[config.mk]
export PLATFORM = sky130hd
export DESIGN_NAME = ring_buffer_ctrl
export DESIGN_NICKNAME = d
export VERILOG_FILES = /design/src/rtl/ring_buffer_ctrl.sv
export SDC_FILE = /design/constraint.sdc
export NUM_CORES = 1
export LEC_CHECK = 0
export ABC_CLOCK_PERIOD_IN_PS = 2550
export CORE_MARGIN = 2
export CORE_UTILIZATION = 37
export DETAILED_ROUTE_END_ITERATION = 16
export GPL_ROUTABILITY_DRIVEN = 0
export GPL_TIMING_DRIVEN = 0
export HOLD_SLACK_MARGIN = 0.12
export PLACE_DENSITY = 0.74
export SETUP_SLACK_MARGIN = 0.2
export SLEW_MARGIN = 20
export SYNTH_ARGS = -nofsm -noshare
export SYNTH_HDL_FRONTEND = slang
export SYNTH_SLANG_ARGS = --single-unit
[constraint.sdc]
create_clock -name clk -period 2.55 [get_ports clk]
set_clock_uncertainty 0.05 [all_clocks]
set_input_delay 0.51 -clock clk [delete_from_list [all_inputs] [get_ports clk]]
set_output_delay 0.51 -clock clk [all_outputs]
set_load 0.02 [all_outputs]
[src/rtl/ring_buffer_ctrl.sv]
// ring_buffer_ctrl: sequences one unreset ring buffer (8-bit data, one-cycle
// `available` pulse on pop). Round-robin arbitration between producers A and B
// on the write side, a valid/ready consumer on the read side, and a post-reset
// flush that discards whatever the buffer still holds.
//
// state     | meaning
// ----------+-------------------------------------------------------------
// FLUSH_REQ | post-reset pop issued to discard a stale byte
// FLUSH_CHK | look at `available`; a byte came back -> pop again, else done
// IDLE      | waiting for a buffered byte and a free consumer slot
// REQ       | pop issued this cycle; count drops at the edge leaving REQ
// WAIT      | pop result arrives; latch it or flag underflow
// HOLD      | byte presented to the consumer until c_valid & c_ready

module ring_buffer_ctrl #(
    parameter int ADDR_W = 4,
    parameter int DEPTH  = 2 ** ADDR_W
) (
    input  logic              clk,
    input  logic              rst_n,
    input  logic [7:0]        a_data,
    input  logic              a_valid,
    output logic              a_ready,
    input  logic [7:0]        b_data,
    input  logic              b_valid,
    output logic              b_ready,
    output logic [7:0]        buf_in,
    output logic              buf_wen,
    output logic              buf_ren,
    input  logic [7:0]        buf_out,
    input  logic              buf_available,
    output logic [7:0]        c_data,
    output logic              c_valid,
    input  logic              c_ready,
    output logic [ADDR_W-1:0] count,
    output logic              full,
    output logic              flushing,
    output logic              underflow_err
);

    // A full buffer has equal cursors and reads as empty, so one slot stays unused.
    localparam logic [ADDR_W-1:0] CAP = ADDR_W'(DEPTH - 1);

    typedef enum logic [2:0] {
        ST_FLUSH_REQ,
        ST_FLUSH_CHK,
        ST_IDLE,
        ST_REQ,
        ST_WAIT,
        ST_HOLD
    } state_e;

    state_e            state_q;
    logic              ren_q;
    logic [7:0]        c_data_q;
    logic              c_valid_q;
    logic              underflow_q;
    logic [ADDR_W-1:0] count_q;
    logic [ADDR_W-1:0] count_d;
    logic              prefer_b_q;
    logic              prefer_b_d;

    logic              arb_en;
    logic              grant_a;
    logic              grant_b;
    logic              pop_commit;

    assign flushing = (state_q == ST_FLUSH_REQ) || (state_q == ST_FLUSH_CHK);
    assign full     = (count_q == CAP);
    assign arb_en   = !flushing && !full;

    assign grant_a  = arb_en && a_valid && (!b_valid || !prefer_b_q);
    assign grant_b  = arb_en && b_valid && (!a_valid || prefer_b_q);

    assign a_ready  = grant_a;
    assign b_ready  = grant_b;
    assign buf_wen  = grant_a || grant_b;
    assign buf_in   = grant_a ? a_data : (grant_b ? b_data : 8'h00);

    // The first cycle out of reset is already a flush pop, so the pop register
    // resets high; gating with rst_n keeps the unreset buffer untouched while
    // reset is held.
    assign buf_ren       = ren_q && rst_n;

    assign pop_commit    = (state_q == ST_REQ);
    assign c_data        = c_data_q;
    assign c_valid       = c_valid_q;
    assign count         = count_q;
    assign underflow_err = underflow_q;

    // Next occupancy: a write and a committed pop on the same edge cancel.
    always_comb begin
        count_d = count_q;
        if (buf_wen && !pop_commit) begin
            count_d = count_q + ADDR_W'(1);
        end else if (!buf_wen && pop_commit) begin
            count_d = count_q - ADDR_W'(1);
        end
    end

    // Round-robin pointer moves only when a transfer is actually granted.
    always_comb begin
        prefer_b_d = prefer_b_q;
        if (grant_a) begin
            prefer_b_d = 1'b1;
        end else if (grant_b) begin
            prefer_b_d = 1'b0;
        end
    end

    // Occupancy counter and arbitration pointer.
    always_ff @(posedge clk or negedge rst_n) begin
        if (!rst_n) begin
            count_q    <= '0;
            prefer_b_q <= 1'b0;
        end else begin
            count_q    <= count_d;
            prefer_b_q <= prefer_b_d;
        end
    end

    // Flush and read sequencing with registered pop strobe and consumer outputs.
    always_ff @(posedge clk or negedge rst_n) begin
        if (!rst_n) begin
            state_q     <= ST_FLUSH_REQ;
            ren_q       <= 1'b1;
            c_data_q    <= 8'h00;
            c_valid_q   <= 1'b0;
            underflow_q <= 1'b0;
        end else begin
            case (state_q)
                ST_FLUSH_REQ: begin
                    ren_q   <= 1'b0;
                    state_q <= ST_FLUSH_CHK;
                end
                ST_FLUSH_CHK: begin
                    if (buf_available) begin
                        ren_q   <= 1'b1;
                        state_q <= ST_FLUSH_REQ;
                    end else begin
                        state_q <= ST_IDLE;
                    end
                end
                ST_IDLE: begin
                    if ((count_q != '0) && !c_valid_q) begin
                        ren_q   <= 1'b1;
                        state_q <= ST_REQ;
                    end
                end
                ST_REQ: begin
                    ren_q   <= 1'b0;
                    state_q <= ST_WAIT;
                end
                ST_WAIT: begin
                    if (buf_available) begin
                        c_data_q  <= buf_out;
                        c_valid_q <= 1'b1;
                        state_q   <= ST_HOLD;
                    end else begin
                        underflow_q <= 1'b1;
                        state_q     <= ST_IDLE;
                    end
                end
                ST_HOLD: begin
                    if (c_valid_q && c_ready) begin
                        c_valid_q <= 1'b0;
                        state_q   <= ST_IDLE;
                    end
                end
                default: begin
                    ren_q   <= 1'b0;
                    state_q <= ST_IDLE;
                end
            endcase
        end
    end

endmodule
After elaboration in Yosys (flattened, before gate mapping)
Cells that the tools add are included.

Flip-flop bits (word level): 19. Bits of input ports: 30. Word-level logic and storage cells: 70.

$add $sub $neg: 2. Equal/unequal tests: 10. Bitwise logic cells: 2. Muxes and demuxes: 16. Reduce and logical (&&, ||, !) cells: 33.

Operator list (count): one-hot mux 3 bit (6 select lines) (1); 2-to-1 mux 8 bit (2); logical AND 1 bit (10); 2-to-1 mux 3 bit (3); logical NOT 1 bit (8); 2-to-1 mux 4 bit (2); != test 2 bit, second input constant (4); == test 3 x 2 -> 1 bit, second input constant (2); == test 3 bit, second input constant (2); AND reduction 2 bit (3); AND reduction 3 bit (2); nonzero test 2 bit (3); 2-to-1 mux 1 bit (5); adder 4 x 1 -> 4 bit, second input constant (1); == test 4 bit, second input constant (1); logical OR 1 bit (4); nonzero test 4 bit (1); subtractor 4 x 1 -> 4 bit, second input constant (1); == test 3 x 1 -> 1 bit, second input constant (1); logical NOT 3 bit (1); one-hot mux 1 bit (3 select lines) (1); 2-to-1 mux 2 bit (1); inverter 1 bit (2); one-hot mux 1 bit (2 select lines) (1); OR reduction 2 bit (1).

Longest topological paths before layout
Depth after elaboration: 11. Depth in mapped cells: 11.

Least setup slack after synthesis
OpenSTA, ideal clock, no wires.

Path type: flip-flop to flip-flop. From: reg count_q[0] (netlist: count[0]). To: reg count_q[3] (netlist: count[3]). Arrival: 3.047 ns. Buffers on the path: 1. Period minus slack after synthesis: 3.228 ns. Stages on the path, launching flop included: 11. Setup slack: -0.678 ns. Data required time: 2.369 ns. Cell sequence: dfrtp_1 and4_1 or2_1 buf_2 a21oi_1 ha_1 inv_1 ha_1 or4_1 o211ai_1 o211ai_1.

Cells in the longest elaborated chain, start to end: 9. Elaborated cells on any way between the ends: 16.

Ends and longest elaborated chain: start: declaration (RTL line 58) `logic [ADDR_W-1:0] count_q;`; start signal: assignment (RTL line 117) `count_q <= count_d;`; == test 4 bit * (RTL line 69) `assign full = (count_q == CAP);`; net full (RTL line 36) `output logic full,`; logical NOT 1 bit * (RTL line 70) `assign arb_en = !flushing && !full;`; logical AND 1 bit * (RTL line 70); logical AND 1 bit (on tied branches) (2 in series) (RTL line 72, 73); logical OR 1 bit * (RTL line 77) `assign buf_wen = grant_a || grant_b;`; net buf_wen (RTL line 28) `output logic buf_wen,`; logical NOT 1 bit (RTL line 96) `end else if (!buf_wen && pop_commit) begin`; logical AND 1 bit (RTL line 96); nonzero test 2 bit (no source line).

Mark *: on every way through the listed nets, which the timed path passes. The rest lies on a longest branch. The select of a mux whose other input is x is not followed. A chain may end at the register's enable or synchronous reset.

Worst setup path after layout
From: reg count_q[0] (netlist: count[0]). To: reg count_q[3] (netlist: count[3]).

Cells in the longest elaborated chain, start to end: 9. Elaborated cells on any way between the ends: 16.

Ends and longest elaborated chain (RTL line): == test 4 bit (69); logical NOT 1 bit (70); logical AND 1 bit (70); logical AND 1 bit (on tied branches) (2 in series) (72, 73); logical OR 1 bit (77); logical NOT 1 bit (96); logical AND 1 bit (96); nonzero test 2 bit (no source line).

Parallel ways exist; a longest one is shown, timed or not. The select of a mux whose other input is x is not followed.

==> results.yml <==
floorplanning:
  core-area_sq_um: 3100
  die_h_um: 61.7
  initial_utilization_pct: 39.7
  dieArea_sq_um: 3810
  io_pins: 58
  fp.dieW_um: 61.7
  std_cell_rows: 20
drt:
  dr.pass1.iters: 4
  via_count: 1314
  remaining_drc_errors: 0
  wl_per_cell_um: 15.6
  wirelength_um: 3810
  ant_nets: 0
  via_per_inst: 5.36
  drt_first_iter_violations: 93
worst_setup_path:
  r2r-start: "count[0]"
  start_kind: "register"
  critical-path-top-delay-family: "simple AND/OR/NAND/NOR gates"
  crit_buf_inv: 2
  startpoint: "count[0]"
  cp.depth: 10
  critical-path-slowest-cell: "or4_1"
  required_ns: 2.68
  r2r_end: "count[3]"
  cp.arrival_ns: 2.56
  end_kind: "register"
  crit_end: "count[3]"
  slowest_delay_ns: 0.47
  crit_path_cell_trace: "and4_4 -> or2_4 -> buf_8 -> a21oi_4 -> ha_4 -> inv_4 -> ha_4 -> or4_1 -> o211ai_1 -> o211ai_1"
  worst-setup-path-type: "register to register"
  reg2reg_depth: 10
  worstPathMaxFanout: 5
  ff2ff_setup_slack_ns: 0.12
synthesis:
  synthMuxAreaShare_pct: 9.04
  syn-instance-count: 123
  synth_area_sq_um: 1230
  ys_async_sr_fraction_pct: 100
  synthAdderAreaFrac_pct: 4.67
  seq_area_frac_synth_pct: 38.7
  synth-seq-cells: 19
  netlist-cell-type-count: 41
  avgSynthCellArea_sq_um: 10.0
  synth_compound_area_share_pct: 26.1
  synth_edf_count: 0
  syn_nets: 157
  yosys.area_share.simple_pct: 14.3
  synth_top_family_by_area: "compound AO/OA/AOI/OAI gates"
  yosys_warnings: 0
  synth_flop_cell: "dfrtp_1"
  synth_xor_area_share_pct: 1.42
hold_path:
  hp-class: "register to register"
  min_from: "underflow_err"
global_routing:
  use_met3_pct: 3.31
  grt_first_pass_wirelength_um: 5870
  grt_pass1_vias: 1281
  antenna_found_initial: 0
  grtUsageMet2_pct: 36.7
  busiest_layer: "met2"
  grt.total_usage_pct: 20.4
  grt_util_met1_pct: 25.0
  grt_overflow_total: 0
  grt_start_max_net_pins: 21
sta:
  slew_headroom_pct: 47.6
  finalCritPeriodShare_pct: 95.4
  min_period_ns: 2.43
  worst_pin_slew_ns: 0.783
  drv_slew: 0
  setup_viol: 0
  grt_setup_unrepaired: "yes"
  setup_ws_ns: 0.117
  timing.fmax_mhz: 411
  hold_viol: 0
final_layout:
  syn2layout_area_growth_pct: 67.4
  postLayoutCellArea_sq_um: 2060
  nNetsFinal: 236
  layoutNonFillerInstCount: 245
  diodes: 0
  nFillCells: 278
  layout-drive-gt1-share_pct: 30.8
cts:
  cts_max_level: 1
  clkSlewWorstSetupHoldPaths_ns: 0.11
  clkLatencyLatePin_ns: 0.30
  clockBufferDepth: 2
  cts_buffers: 3
  cts_tree: "done"
  clock-sinks: 19
  cts-root-buf: "clkbuf_4"
placement:
  pre_cts_ws_ns: -0.453
  port_buffers: 55
  place_area_sq_um: 1890
  place_inst: 222
  hpwl_um: 2600
power:
  p_per_area_nw_per_um2: 674
  p_leak_nw: 0.852
  ir_drop_mv: 0.609
status:
  status: "finished, final reports clean"
flow_run:
  maxCapViolCount: 0
## synth_stat cells (2+ instances only)
cell type / number / area [sq um]
dfrtp_1: 18 / 450
inv_1: 4 / 15.0
o31ai_1: 3 / 22.5
nand3b_1: 2 / 15.0
nor2b_1: 2 / 12.5
a211oi_1: 2 / 15.0
a21oi_1: 12 / 60.1
mux2_2: 9 / 101
o21ai_0: 5 / 25.0
buf_2: 3 / 15.0
and2_1: 2 / 12.5
ha_1: 3 / 37.5
nand2_1: 4 / 15.0
o2bb2ai_1: 2 / 17.5
o211ai_1: 18 / 135
xnor2_1: 2 / 17.5
nand3_1: 4 / 20.0
clkbuf_1: 5 / 18.8
## tightest hold or removal path, cell delays in order, from the launching register on
cell and delay (ns):
dfrtp_1 0.36, inv_1 0.04, o31ai_1 0.06
## state kept, by name, indices dropped and copies added (netlist names)
register       count
prefer_b_q         1
ren_q              1
c_data             8
count              4
c_valid            1
underflow_err      1
state_q            3
## power by group
part           switching, mW  internal, mW  total [mW]  leakage, nW
registers             0.0300         0.354       0.384        0.224
logic                  0.422         0.433       0.855        0.610
clock network         0.0935        0.0584       0.152       0.0177
## timing repair
item	4_1_cts	5_1_grt
resized for setup	21	31
setup endpoints to repair	13	15
hold endpoints to repair	0	18
hold buffers	0	2
buffers inserted	12	4
gates cloned	1	0
pin swaps	2	4
## layout by cell type, fill, tap and decap left out, drive strengths merged, types with 2 or more instances in the layout
cell and count:
nor2b 2, xnor2 2, a21oi 12, nor3b 2, o211ai 18, clkdlybuf4s15 2, o2bb2ai 2, buf 24
o21ai 5, a211oi 2, clkbuf 15, nand2 4, clkdlybuf4s50 43, inv 4, dfrtp 18, ha 3
and2 2, nand3b 2, clkinv 2, mux2 9, dlygate4sd3 2, nand3 4, o31ai 3, nand2b 2
## metrics by stage
stage / power (mW) / util, % / TNS, ns / hold slack, ns
after floorplan: 0.829 / - / -0.0541 / 0.164
after global placement: 1.08 / 61.0 / -0.947 / 0.399
after detailed placement: 1.11 / 61.0 / -1.22 / 0.409
after CTS: 1.36 / 65.8 / 0 / 0.208
after global routing: 1.48 / 66.5 / 0 / 0.462
final: 1.39 / 66.5 / 0 / 0.433
## worst min path at each step
stage	end	slack, ns	depth (start not counted)
2_1_floorplan	c_data[0]	0.16	0
3_3_place_gp	underflow_err	0.40	2
3_5_place_dp	underflow_err	0.41	2
4_1_cts	c_data[1]	0.21	1
5_1_grt	underflow_err	0.46	2
6_report	underflow_err	0.43	2
## final cells by class
type | count | area, sq um | area share [%]
well taps | 44 | 55.1 | 2.67
repair buffers | 74 | 678 | 32.9
clock inverters | 1 | 5.00 | 0.243
multi-input cells | 89 | 729 | 35.4
plain buffers | 10 | 71.3 | 3.46
clock buffers | 3 | 22.5 | 1.09
inverters | 5 | 21.3 | 1.03
flip-flops and latches | 19 | 480 | 23.3
## logic make-up (layout without fill, tap and decap cells)
group,after synthesis,in the layout
AOI/OAI and AO/OA,47,47
xor gates and xnor gates,2,2
adders and majority gates,4,4
buffers and inverters,15,93
DFF,19,19
muxes,10,10
and+or+nand+nor,26,26
## routing by layer
| layer | vias up | share of wire [%] |
|---|---|---|
| met5 | - | 0 |
| met4 | 0 | 1.2 |
| met3 | 6 | 8.9 |
| met2 | 68 | 50 |
| met1 | 613 | 40 |
| li1 | 627 | - |
Power figures use the tool's default switching activity.
